`config.mk`:
```
export PLATFORM = sky130hd
export DESIGN_NAME = vpu_seq_controller
export DESIGN_NICKNAME = d
export VERILOG_FILES = /design/src/rtl/vpu_seq_controller.sv
export SDC_FILE = /design/constraint.sdc
export NUM_CORES = 1
export LEC_CHECK = 0
export BUFFER_PORTS_ARGS = -buffer_cell sky130_fd_sc_hd__buf_2
export CAP_MARGIN = 20
export CORE_MARGIN = 1
export CORE_UTILIZATION = 28
export CTS_BUF_LIST = sky130_fd_sc_hd__clkbuf_4
export DETAILED_ROUTE_END_ITERATION = 7
export GPL_ROUTABILITY_DRIVEN = 0
export PLACE_DENSITY = 0.47
export SLEW_MARGIN = 20
export SYNTH_ARGS = -nofsm -noshare
export SYNTH_HDL_FRONTEND = slang
export SYNTH_SLANG_ARGS = --single-unit
```
`constraint.sdc`:
```
create_clock -name clk -period 2.85 [get_ports clk]
set_clock_uncertainty 0.1 [all_clocks]
set_input_delay 0.1425 -clock clk [delete_from_list [all_inputs] [get_ports clk]]
set_output_delay 0.1425 -clock clk [all_outputs]
set_load 0.01 [all_outputs]
```
`src/rtl/vpu_seq_controller.sv`:
```
// rtl/vpu_seq_controller.sv - vector instruction sequencer: operand fetch, multi-pass exec, writeback, response
module vpu_seq_controller #(
  parameter int SRC_CNT        = 3,
  parameter int MAX_PASSES     = 4,
  parameter int TIMEOUT_CYCLES = 1024,
  localparam int PASS_W        = $clog2(MAX_PASSES + 1)
) (
  input  logic              clk,
  input  logic              rst,
  input  logic              ctrl_valid_i,
  output logic              ctrl_ready_o,
  input  logic [SRC_CNT-1:0] instr_rvalid_i,
  input  logic [PASS_W-1:0] instr_pass_cnt_i,
  input  logic              instr_wb_en_i,
  output logic              opget_start_o,
  input  logic              opget_done_i,
  output logic [SRC_CNT-1:0] operand_queue_rden_o,
  output logic              exec_start_o,
  input  logic              exec_done_i,
  output logic [PASS_W-1:0] exec_pass_idx_o,
  output logic              wb_data_valid_o,
  output logic              wb_start_o,
  input  logic              wb_done_i,
  output logic              rsp_valid_o,
  input  logic              rsp_ready_i,
  output logic              rsp_error_o,
  output logic              busy_o
);

  // Watchdog width covers 0..TIMEOUT_CYCLES-1; a zero limit disables expiry entirely.
  localparam int WD_W = (TIMEOUT_CYCLES > 2) ? $clog2(TIMEOUT_CYCLES) : 1;
  localparam logic [WD_W-1:0] WD_LIMIT = (TIMEOUT_CYCLES > 0) ? WD_W'(TIMEOUT_CYCLES - 1) : '0;

  typedef enum logic [2:0] {
    S_IDLE,
    S_GETOP,
    S_EXEC,
    S_WB,
    S_RSP
  } state_t;

  state_t              r_state;
  state_t              w_state_nxt;
  logic [SRC_CNT-1:0]  r_rvalid;
  logic [PASS_W-1:0]   r_passes;
  logic                r_wb_en;
  logic [PASS_W-1:0]   r_pass_idx;
  logic [WD_W-1:0]     r_wdog;
  logic                r_err;
  logic                r_opget_start;

  logic                w_accept;
  logic                w_timeout;
  logic                w_done_evt;
  logic                w_to_err;
  logic                w_idx_clear;
  logic                w_idx_inc;
  logic                w_more;
  logic [PASS_W-1:0]   w_pass_inc;
  logic [PASS_W-1:0]   w_passes_in;

  assign w_accept      = ctrl_valid_i & ctrl_ready_o;
  assign w_timeout     = (TIMEOUT_CYCLES != 0) && (r_wdog == WD_LIMIT);
  assign w_pass_inc    = r_pass_idx + PASS_W'(1);
  assign w_more        = (w_pass_inc < r_passes);
  assign busy_o        = (r_state != S_IDLE);
  assign opget_start_o = r_opget_start;

  // Requested pass count: zero means one pass, anything above the maximum is clamped.
  always_comb begin
    w_passes_in = instr_pass_cnt_i;
    if (instr_pass_cnt_i == '0) begin
      w_passes_in = PASS_W'(1);
    end else if (instr_pass_cnt_i > PASS_W'(MAX_PASSES)) begin
      w_passes_in = PASS_W'(MAX_PASSES);
    end
  end

  // State register.
  always_ff @(posedge clk) begin
    if (rst) begin
      r_state <= S_IDLE;
    end else begin
      r_state <= w_state_nxt;
    end
  end

  // Next state and all handshake/pulse outputs; an expected done always beats watchdog expiry.
  always_comb begin
    w_state_nxt          = r_state;
    ctrl_ready_o         = 1'b0;
    exec_start_o         = 1'b0;
    operand_queue_rden_o = '0;
    exec_pass_idx_o      = '0;
    wb_data_valid_o      = 1'b0;
    wb_start_o           = 1'b0;
    rsp_valid_o          = 1'b0;
    rsp_error_o          = 1'b0;
    w_done_evt           = 1'b0;
    w_to_err             = 1'b0;
    w_idx_clear          = 1'b0;
    w_idx_inc            = 1'b0;
    case (r_state)
      S_IDLE: begin
        ctrl_ready_o = 1'b1;
        if (ctrl_valid_i) begin
          w_state_nxt = S_GETOP;
        end
      end
      S_GETOP: begin
        if (opget_done_i) begin
          w_done_evt           = 1'b1;
          exec_start_o         = 1'b1;
          operand_queue_rden_o = r_rvalid;
          w_idx_clear          = 1'b1;
          w_state_nxt          = S_EXEC;
        end else if (w_timeout) begin
          w_to_err    = 1'b1;
          w_state_nxt = S_RSP;
        end
      end
      S_EXEC: begin
        if (exec_done_i) begin
          w_done_evt      = 1'b1;
          wb_data_valid_o = r_wb_en;
          if (w_more) begin
            w_idx_inc            = 1'b1;
            exec_start_o         = 1'b1;
            operand_queue_rden_o = r_rvalid;
            exec_pass_idx_o      = w_pass_inc;
          end else if (r_wb_en) begin
            wb_start_o  = 1'b1;
            w_state_nxt = S_WB;
          end else begin
            w_state_nxt = S_RSP;
          end
        end else if (w_timeout) begin
          w_to_err    = 1'b1;
          w_state_nxt = S_RSP;
        end
      end
      S_WB: begin
        if (wb_done_i) begin
          w_done_evt  = 1'b1;
          w_state_nxt = S_RSP;
        end else if (w_timeout) begin
          w_to_err    = 1'b1;
          w_state_nxt = S_RSP;
        end
      end
      S_RSP: begin
        rsp_valid_o = 1'b1;
        rsp_error_o = r_err;
        if (rsp_ready_i) begin
          w_state_nxt = S_IDLE;
        end
      end
      default: begin
        w_state_nxt = S_IDLE;
      end
    endcase
  end

  // Instruction fields captured at acceptance, pass index, fetch-start pulse and response error flag.
  always_ff @(posedge clk) begin
    if (rst) begin
      r_rvalid      <= '0;
      r_passes      <= '0;
      r_wb_en       <= 1'b0;
      r_pass_idx    <= '0;
      r_err         <= 1'b0;
      r_opget_start <= 1'b0;
    end else begin
      r_opget_start <= w_accept;
      if (w_accept) begin
        r_rvalid <= instr_rvalid_i;
        r_passes <= w_passes_in;
        r_wb_en  <= instr_wb_en_i;
      end
      if (w_idx_clear) begin
        r_pass_idx <= '0;
      end else if (w_idx_inc) begin
        r_pass_idx <= w_pass_inc;
      end
      if ((w_state_nxt == S_RSP) && (r_state != S_RSP)) begin
        r_err <= w_to_err;
      end
    end
  end

  // Watchdog: restarts on every state change and every expected done; idle outside the waiting states.
  always_ff @(posedge clk) begin
    if (rst) begin
      r_wdog <= '0;
    end else if ((w_state_nxt != r_state) || w_done_evt ||
                 (r_state == S_IDLE) || (r_state == S_RSP)) begin
      r_wdog <= '0;
    end else begin
      r_wdog <= r_wdog + WD_W'(1);
    end
  end

endmodule

```
==> results of run 1 <==
-- kinds of logic (layout without fill, tap and decap cells) --
| logic type | Yosys count | after routing | share of synthesized area (%) |
|---|---|---|---|
| AND/OR/NAND/NOR | 77 | 77 | 31.0 |
| AO/OA/AOI/OAI | 26 | 26 | 14.4 |
| flip-flops | 25 | 25 | 37.8 |
| buffers and inverters | 15 | 48 | 4.92 |
| XOR/XNOR | 11 | 11 | 7.28 |
| adder cells (fa/ha/maj) | 4 | 4 | 3.78 |
| multiplexers | 1 | 1 | 0.757 |
-- per-layer routing --
layer | part of all wire, % | track usage [%] | vias to the layer above | wire (µm)
li1 | - | - | 622 | -
met1 | 46 | 14.6 | 580 | 1400
met2 | 49 | 21.6 | 24 | 1510
met3 | 3.3 | 2.71 | 6 | 102
met4 | 2.1 | 5.56 | 0 | 65
met5 | 0 | 0 | - | 0
-- flip-flops by register name (all words and copies together) (netlist names) --
register / count
r_state: 3
r_wdog: 10
r_err: 1
r_wb_en: 1
r_passes: 3
opget_start_o: 1
r_rvalid: 3
r_pass_idx: 3
-- synth_stat cells (all sizes together) --
cell | instances | share of area, %
nor3 | 13 | 5.8
and4bb | 1 | 1.2
clkbuf | 2 | 0.57
or3 | 1 | 0.47
nor2 | 15 | 4.3
a211o | 1 | 0.66
or2 | 2 | 0.95
or3b | 1 | 0.85
dfxtp | 25 | 38
and3 | 3 | 1.4
nand4 | 3 | 1.4
xor2 | 7 | 4.6
buf | 2 | 1.2
nand2 | 16 | 4.5
a21oi | 12 | 4.5
nand2b | 1 | 0.47
a21o | 2 | 1.1
o31a | 1 | 0.66
inv | 11 | 3.1
o2111a | 1 | 0.85
nor3b | 2 | 1.1
and4 | 1 | 0.66
nor4bb | 1 | 0.76
o211ai | 2 | 1.9
xnor2 | 4 | 2.6
nor2b | 3 | 1.4
o41ai | 1 | 0.66
o21ai | 1 | 0.38
mux2i | 1 | 0.76
nand3 | 10 | 3.8
o21a | 1 | 0.57
and2 | 4 | 1.9
ha | 4 | 3.8
a31oi | 4 | 3.0
-- power groups by stage --
stage / clock (mW) / sequential [mW] / combinational [mW]
2_1_floorplan: 0 / 0.374 / 0.0661
3_3_place_gp: 0 / 0.382 / 0.0878
3_5_place_dp: 0 / 0.382 / 0.0896
4_1_cts: 0.177 / 0.374 / 0.0968
5_1_grt: 0.191 / 0.377 / 0.106
6_report: 0.167 / 0.374 / 0.0964
-- per-stage QoR --
stage | utilization (%) | std cells
2_1_floorplan | - | 159
5_1_grt | 35.8 | 244
3_5_place_dp | 33.7 | 234
6_report | 35.8 | 244
4_1_cts | 35.8 | 244
3_3_place_gp | 33.7 | 234
-- final timing paths --
kind | from | endpoint
worst max-delay path | r_pass_idx[0] | operand_queue_rden_o[0]
worst min-delay path | ctrl_valid_i | r_rvalid[2]
worst max register to register | r_pass_idx[0] | r_wdog[5]
worst min register to register | r_rvalid[2] | r_rvalid[2]
-- worst reg2reg max path: cells and delay by family, from the launching register on --
kind / cells / cell delay (ns)
AO/OA/AOI/OAI: 2 / 0.56
adder cells (fa/ha/maj): 2 / 0.54
AND/OR/NAND/NOR: 3 / 0.61
flip-flops: 1 / 0.37
XOR/XNOR: 1 / 0.17
-- timing repair --
item                                    CTS  global route
hold buffers                              6             0
endpoints found under the setup margin    0             0
endpoints found under the hold margin     5             0
-- final cells by class --
cell class | instances | area (µm²) | area share, %
multi-input cells | 119 | 757 | 47.6
flip-flops and latches | 25 | 500 | 31.5
repair buffers | 33 | 195 | 12.3
well taps | 52 | 65.1 | 4.09
inverters | 11 | 41.3 | 2.60
clock buffers | 4 | 30.0 | 1.89
==> flow_summary.json, run 1 <==
{
  "synth.avg_cell_area_um2": 8.32,
  "drtAntennaViolNets": 0,
  "dpl_cell_area_mm2": 0.00150,
  "fillerInstances": 463,
  "rows": 24,
  "p_sw_uw": 170,
  "postCtsSetupRepairBufs": 0,
  "vias": 1232,
  "min_path_type": "primary input to flop",
  "grt_remaining_overflow": 0,
  "final_common_cell": "buf_2",
  "layout_setup_ws_ns": 0.252,
  "cp.arrival_ns": 2.36,
  "cp_data_required_time_ns": 2.61,
  "routed_wl_um": 3070,
  "violations": "DRC",
  "hold_ws_ns": 0.0340,
  "start_util_pct": 29.8,
  "comb_power_share_pct": 15.1,
  "yosysSeqAreaShare_pct": 37.8,
  "power_uw": 638,
  "io_pins": 28,
  "power_frac_clock_pct": 26.2,
  "h-tree-depth": 1,
  "crit_path_end_kind": "output pin",
  "first_pass_iters": 6,
  "root_buffer": "clkbuf_4",
  "criticalPathCategory": "flop to output pin",
  "viasPerCell": 5.05,
  "slew_violations": 0,
  "crit_buf_inv": 1,
  "relSlewSlack_pct": 67.6,
  "seqPwrFrac_pct": 58.7,
  "cts-buffers-inserted": 3,
  "setup_viol": 0,
  "powerDensity_mw_per_mm2": 401,
  "postSynthCellCount": 159,
  "clock.fmax_mhz": 385,
  "die_h_um": 70.7,
  "slowest_delay_ns": 0.43,
  "synth_area_mm2": 0.00132,
  "min_period_over_period_pct": 91.2,
  "ctsResizeCount": 0,
  "synth_nets": 177,
  "cp_slowest_cell": "dfxtp_1",
  "cts.sinks": 25,
  "avgRoutedWirePerCell_um": 12.6,
  "critical_path.most_common_cell": "ha_1",
  "critical_path.top_delay_family": "adder cells",
  "p_leak_nw": 0.664,
  "dp_slack_ns": 0.394,
  "fp.coreArea_mm2": 0.00444,
  "grt_pass1_wl_um": 4970,
  "area_growth_pct": 20.2,
  "insertion_delay_ns": 0.31,
  "ir_worst_vdd_v": 0.000152,
  "cts_tree": "done",
  "grt_max_degree": 14,
  "worstMarginPinSlew_ns": 0.486,
  "clkTransAtPathRegs_ns": 0.13,
  "holdPathStages": 3,
  "ys_types": 38,
  "grt_pass1_vias": 1122,
  "drc": 2,
  "antenna_found_initial": 0,
  "antenna_cells": 0,
  "timing.critical_path.cells": "ha_1 > xor2_1 > ha_1 > a21oi_1 > o211ai_2 > nand2_1 > and2_1 > buf_2",
  "track_usage_pct": 12.4,
  "fp.dieArea_mm2": 0.00500,
  "final_area_mm2": 0.00159,
  "tns_ns": 0,
  "ys_seq_elements": 25,
  "ys_warn_count": 0,
  "period_minus_slack_ns": 2.60,
  "portBuffers": 27,
  "drv_cap": 0,
  "path_max_fanout": 6,
  "cp-start-kind": "flop",
  "final_net_count": 211,
  "die_x_um": 70.7,
  "rsz0062_at_grt": "false",
  "drive_gt1_share_pct": 19.8,
  "critical_path_depth": 8,
  "r2r_cells": 8,
  "internal-power_uw": 468,
  "regToRegSetupSlack_ns": 0.38,
  "clk_path_buf_depth": 2,
  "p_sw_share_pct": 26.7,
  "hold_viol_final": 0,
  "final_cell_mix": "27 x buf_2, 25 x dfxtp_1, 16 x nand2_1, 15 x nor2_1",
  "outcome": "finished with violations",
  "drt_iter0_markers": 109,
  "hpwlAfterDp_um": 2250
}
No activity file was read; power rests on OpenSTA's default activity.
==> inputs of run 2 (changes only) <==
--- a/config.mk
+++ b/config.mk
@@ -5,6 +5,7 @@
 export SDC_FILE = /design/constraint.sdc
 export NUM_CORES = 1
 export LEC_CHECK = 0
+export ABC_AREA = 1
 export BUFFER_PORTS_ARGS = -buffer_cell sky130_fd_sc_hd__buf_2
 export CAP_MARGIN = 20
 export CORE_MARGIN = 1
@@ -17,3 +18,4 @@
 export SYNTH_ARGS = -nofsm -noshare
 export SYNTH_HDL_FRONTEND = slang
 export SYNTH_SLANG_ARGS = --single-unit
+export TNS_END_PERCENT = 30
==> run 2 against run 1 <==
The run now ends clean. Power increased by 0.15%. Die area decreased by 2.9%. Clock power increased by 3%. Critical endpoint is now exec_pass_idx_o[0]. Final cell count increased by 8.6%. Worst setup slack improved by 0.077 ns. Synthesized cell count increased by 11%. First-iteration DRC count decreased by 60%. Worst hold slack got worse by 0.020 ns. Via count decreased by 7.6%. Final area decreased by 0.71%. Sequential share of layout area increased by 0.22 points. Sequential cell count unchanged.
==> flow_summary.json, run 2 <==
{
  "outcome": "completed",
  "start_util_pct": 29.3,
  "criticalPathCategory": "flop to output pin",
  "clock.fmax_mhz": 397,
  "drive_gt1_share_pct": 23.9,
  "dp_slack_ns": 0.683,
  "dpl_cell_area_mm2": 0.00148,
  "worstMarginPinSlew_ns": 0.429,
  "synth_top_family_by_area": "simple AND/OR/NAND/NOR gates",
  "grt_pass1_wl_um": 4550,
  "ys_seq_elements": 25,
  "grt_pass1_vias": 1039,
  "antenna_cells": 0,
  "grt_max_degree": 15,
  "power_uw": 639,
  "hp-start": "instr_pass_cnt_i[0]",
  "setup_viol": 0,
  "synth_nets": 194,
  "final_area_mm2": 0.00158,
  "drc": 0,
  "use_met2_pct": 17.4,
  "synthMostInstantiatedCell": "nand2_1",
  "timing.critical_path.cells": "ha_1 > xnor2_1 > inv_1 > ha_1 > a21oi_1 > nand2_1 > nor2_4 > inv_2 > or2_1 > inv_1 > buf_2",
  "clkTransAtPathRegs_ns": 0.13,
  "netlist_top_cells_count": "33 x nand2_1, 28 x inv_1, 25 x dfxtp_1",
  "cts.sinks": 25,
  "ctsResizeCount": 0,
  "crit_path_end_kind": "output pin",
  "synthFlopType": "dfxtp_1",
  "synth_xor_area_share_pct": 6.15,
  "min_path_type": "primary input to flop",
  "rr_startpoint": "r_state[0]",
  "rsz0062_at_grt": "false",
  "synthAdderAreaFrac_pct": 3.90,
  "use_met1_pct": 16.4,
  "drtAntennaViolNets": 0,
  "root_buffer": "clkbuf_4",
  "die_h_um": 69.7,
  "h-tree-depth": 1,
  "powerDensity_mw_per_mm2": 405,
  "die_x_um": 69.7,
  "cts-buffers-inserted": 3,
  "cts_tree": "done",
  "synth_area_mm2": 0.00128,
  "ir_worst_vdd_v": 0.000262,
  "critPathLaunch": "r_pass_idx[0]",
  "cp.arrival_ns": 2.28,
  "grt_remaining_overflow": 0,
  "vias": 1138,
  "use_met3_pct": 2.33,
  "ys_warn_count": 0,
  "drv_cap": 0,
  "final_cell_mix": "33 x nand2_1, 28 x inv_1, 27 x buf_2, 25 x dfxtp_1, 20 x nor2_1",
  "min_period_over_period_pct": 88.4,
  "synth_largest_area_cell": "dfxtp_1",
  "synth-async-reset-ratio_pct": 0,
  "clk_path_buf_depth": 2,
  "fillerInstances": 489,
  "relSlewSlack_pct": 71.3,
  "slowest_delay_ns": 0.35,
  "first_pass_iters": 4,
  "top_usage_layer": "met2",
  "slew_violations": 0,
  "synth-edff-count": 0,
  "track_usage_pct": 11.6,
  "rows": 24,
  "area_growth_pct": 23.0,
  "ys_types": 23,
  "portBuffers": 27,
  "fp.dieArea_mm2": 0.00485,
  "antenna_found_initial": 0,
  "cp_data_required_time_ns": 2.61,
  "tns_ns": 0,
  "final_net_count": 232,
  "insertion_delay_ns": 0.32,
  "top_register": "r_wdog",
  "routed_wl_um": 2630,
  "synth.avg_cell_area_um2": 7.29,
  "io_pins": 28,
  "hpwlAfterDp_um": 2030,
  "synth_mux_area_share_pct": 0,
  "avgRoutedWirePerCell_um": 9.93,
  "path_max_fanout": 5,
  "hold_viol_final": 0,
  "yosysSeqAreaShare_pct": 39.0,
  "cp-start-kind": "flop",
  "postSynthCellCount": 176,
  "largest_reg_flops": 10,
  "final_common_cell": "nand2_1",
  "fp.coreArea_mm2": 0.00438,
  "viasPerCell": 4.29,
  "cp_slowest_cell": "dfxtp_1",
  "synth-compound-area-share_pct": 8.29,
  "drt_iter0_markers": 44,
  "netlist.area_leader.share_pct": 39.0,
  "period_minus_slack_ns": 2.52,
  "layout_setup_ws_ns": 0.329,
  "yosys.area_share.simple_pct": 33.2,
  "p_leak_nw": 0.744,
  "synth.area.top_cells": "dfxtp_1 39%, nand2_1 9.7%, inv_1 8.2%"
}
==> run 2: critical path: cells and delay by family, from the launching register on <==
kind                       cells  cell delay [ns]
and+or+nand+nor                3             0.54
buffers and inverters          4             0.31
adders and majority gates      2             0.50
DFF                            1             0.35
xor gates and xnor gates       1             0.13
AOI/OAI and AO/OA              1             0.15
==> run 2: cells by family (layout without fill, tap and decap cells) <==
family          count (synthesis)  count (layout)
compound gates                 20              20
xor+xnor                        9               9
fa+ha+maj                       4               4
buf+inv                        32              69
flops                          25              25
simple gates                   86              86
==> run 2: area by class of cell <==
class                      count  area, µm²  area share [%]
sequential                    25        500            31.7
inverter                      31        116            7.38
clock buffer                   4       30.0            1.90
multi-input combinational    119        661            41.9
timing repair buffer          34        205            13.0
tap                           52       65.1            4.12
==> run 2: power breakdown <==
| part | switching (mW) | internal, mW | total (mW) |
|---|---|---|---|
| clock network | 0.108 | 0.0642 | 0.172 |
| registers | 0.00603 | 0.364 | 0.370 |
| logic | 0.0594 | 0.0376 | 0.0971 |
| total | 0.173 | 0.465 | 0.639 |
==> run 2: path summary, 6_finish.rpt <==
| check | to | slack, ns | cells past startpoint |
|---|---|---|---|
| setup / recovery | exec_pass_idx_o[0] | 0.33 | 11 |
| hold / removal | r_passes[0] | 0.01 | 3 |
| setup reg to reg | r_passes[1] | 0.60 | 8 |
| hold reg to reg | r_rvalid[1] | 0.36 | 2 |
==> run 2: metal layers <==
layer,part of all wire [%],vias to the layer above,wire [µm]
li1,-,629,-
met3,3.9,2,103
met1,53,484,1390
met4,0.95,0,25
met2,42,23,1120
met5,0,-,0
==> run 2: what timing repair did <==
| item | CTS | global route |
|---|---|---|
| hold buffers | 7 | 0 |
| buffers inserted | 0 | 0 |
| hold endpoints to repair | 9 | 0 |
| setup endpoints to repair | 0 | 0 |
==> run 2: metrics by stage <==
step	hold slack [ns]	instances	utilization, %
3_3_place_gp	0.306	254	33.7
6_report	0.0143	265	36.0
2_1_floorplan	0.112	176	-
4_1_cts	0.000720	265	36.0
5_1_grt	0.0236	265	36.0
3_5_place_dp	0.311	254	33.7
==> inputs of run 3 (changes only) <==
--- a/config.mk
+++ b/config.mk
@@ -13,6 +13,7 @@
 export CTS_BUF_LIST = sky130_fd_sc_hd__clkbuf_4
 export DETAILED_ROUTE_END_ITERATION = 7
 export GPL_ROUTABILITY_DRIVEN = 0
+export MAX_ROUTING_LAYER = met4
 export PLACE_DENSITY = 0.47
 export SLEW_MARGIN = 20
 export SYNTH_ARGS = -nofsm -noshare
==> run 3 against run 2 <==
Final area unchanged. Via count unchanged. Combinational power about the same. Die area unchanged. Count of clock-buffer cells in the layout unchanged. Wire length about the same. Global-route usage increased by 0.33 points. Non-clock buffer count unchanged. Worst hold slack about the same. Fmax about the same.
==> flow_summary.json, run 3 (synthesis results as in run 2) <==
{
  "outcome": "completed",
  "drc": 0,
  "critical_path.top_delay_family": "simple AND/OR/NAND/NOR gates",
  "routed_wl_um": 2630,
  "drtAntennaViolNets": 0,
  "h-tree-depth": 1,
  "relSlewSlack_pct": 71.3,
  "r2r_end": "r_passes[1]",
  "root_buffer": "clkbuf_4",
  "min_path_type": "primary input to flop",
  "rr_startpoint": "r_state[0]",
  "holdPathStages": 3,
  "dpl_cell_area_mm2": 0.00148,
  "crit_buf_inv": 4,
  "powerDensity_mw_per_mm2": 405,
  "track_usage_pct": 11.9,
  "period_minus_slack_ns": 2.52,
  "slew_violations": 0,
  "grt_max_degree": 15,
  "clock.fmax_mhz": 397,
  "start_util_pct": 29.3,
  "vias": 1138,
  "min_period_over_period_pct": 88.4,
  "slowest_delay_ns": 0.35,
  "area_growth_pct": 23.0,
  "hpwlAfterDp_um": 2030,
  "cts_tree": "done",
  "die_h_um": 69.7,
  "hold_end": "r_passes[0]",
  "antenna_cells": 0,
  "rsz0062_at_grt": "false",
  "top_register": "r_wdog",
  "drv_cap": 0,
  "fp.coreArea_mm2": 0.00438,
  "cts.sinks": 25,
  "r2r_cells": 8,
  "tns_ns": 0,
  "postCtsSetupRepairBufs": 0,
  "cp-start-kind": "flop",
  "rows": 24,
  "crit_path_end_kind": "output pin",
  "cp_slowest_cell": "dfxtp_1",
  "grt_pass1_vias": 1040,
  "regToRegSetupSlack_ns": 0.60,
  "p_leak_nw": 0.744,
  "first_pass_iters": 4,
  "clkTransAtPathRegs_ns": 0.13,
  "place_inst": 254,
  "hold_viol_final": 0,
  "hold_buffers": 7,
  "viasPerCell": 4.29,
  "ir_worst_vdd_v": 0.000262,
  "drive_gt1_share_pct": 23.9,
  "timing.critical_path.cells": "ha_1 > xnor2_1 > inv_1 > ha_1 > a21oi_1 > nand2_1 > nor2_4 > inv_2 > or2_1 > inv_1 > buf_2",
  "fp.dieArea_mm2": 0.00485,
  "largest_reg_flops": 10,
  "fin_util_pct": 36.0,
  "io_pins": 28,
  "clk_path_buf_depth": 2,
  "insertion_delay_ns": 0.32,
  "drt_iter0_markers": 44,
  "path_max_fanout": 5,
  "ctsResizeCount": 0,
  "final_net_count": 232,
  "avgRoutedWirePerCell_um": 9.94,
  "hold_ws_ns": 0.0143,
  "antenna_found_initial": 0,
  "cts-buffers-inserted": 3,
  "criticalPathCategory": "flop to output pin",
  "final_cells": 265,
  "grt_pass1_wl_um": 4550,
  "die_x_um": 69.7,
  "final_common_cell": "nand2_1",
  "hp-start": "instr_pass_cnt_i[0]",
  "setup_viol": 0,
  "worstMarginPinSlew_ns": 0.429,
  "final_area_mm2": 0.00158,
  "cp_data_required_time_ns": 2.61,
  "final_cell_mix": "33 x nand2_1, 28 x inv_1, 27 x buf_2, 25 x dfxtp_1, 20 x nor2_1",
  "cp.arrival_ns": 2.28,
  "grt_remaining_overflow": 0,
  "portBuffers": 27
}
## run 3: cell counts in the layout (fill, tap and decap cells not counted)
No cell type changed its count.
## run 3: power by group
| group | total [mW] | leakage, nW | internal, mW | switching [mW] |
|---|---|---|---|---|
| logic | 0.0971 | 0.522 | 0.0376 | 0.0594 |
| registers | 0.370 | 0.203 | 0.364 | 0.00603 |
| clock network | 0.172 | 0.0184 | 0.0642 | 0.108 |
## run 3: worst max path at each step
stage	slack (ns)	startpoint	endpoint	cells past startpoint
6_report	0.33	r_pass_idx[0]	exec_pass_idx_o[0]	11
5_1_grt	0.03	r_pass_idx[0]	operand_queue_rden_o[0]	12
4_1_cts	0.30	r_pass_idx[0]	operand_queue_rden_o[0]	12
3_5_place_dp	0.68	r_pass_idx[0]	operand_queue_rden_o[0]	12
3_3_place_gp	0.72	r_pass_idx[0]	exec_pass_idx_o[0]	11
2_1_floorplan	0.83	r_pass_idx[0]	operand_queue_rden_o[0]	11
## run 3: layer usage
layer / vias up / GRT usage (%) / wire, µm
met2: 23 / 17.4 / 1110
met1: 484 / 16.4 / 1390
met3: 2 / 2.33 / 103
li1: 629 / - / -
met5: - / - / 0
met4: 0 / 4.00 / 29
## run 3: area by class of cell
class	instances	area, µm²
inverter	31	116
multi-input combinational	119	661
clock buffer	4	30.0
fill	489	2810
timing repair buffer	34	205
sequential	25	500
tap	52	65.1
## run 3: stage by stage
step           setup WS [ns]  total power, mW
3_3_place_gp           0.724            0.468
2_1_floorplan          0.826            0.437
4_1_cts                0.296            0.648
6_report               0.329            0.639
5_1_grt               0.0303            0.681
3_5_place_dp           0.683            0.468
## run 3: worst register-to-register path, stage by stage (launching register included)
cell           delay (ns)
dfxtp_1              0.36
inv_1                0.11
nand2_2              0.10
nor2_1               0.20
nand2_1              0.32
nor2_1               0.29
nand2_1              0.07
dlygate4sd3_1        0.55
a21oi_1              0.11
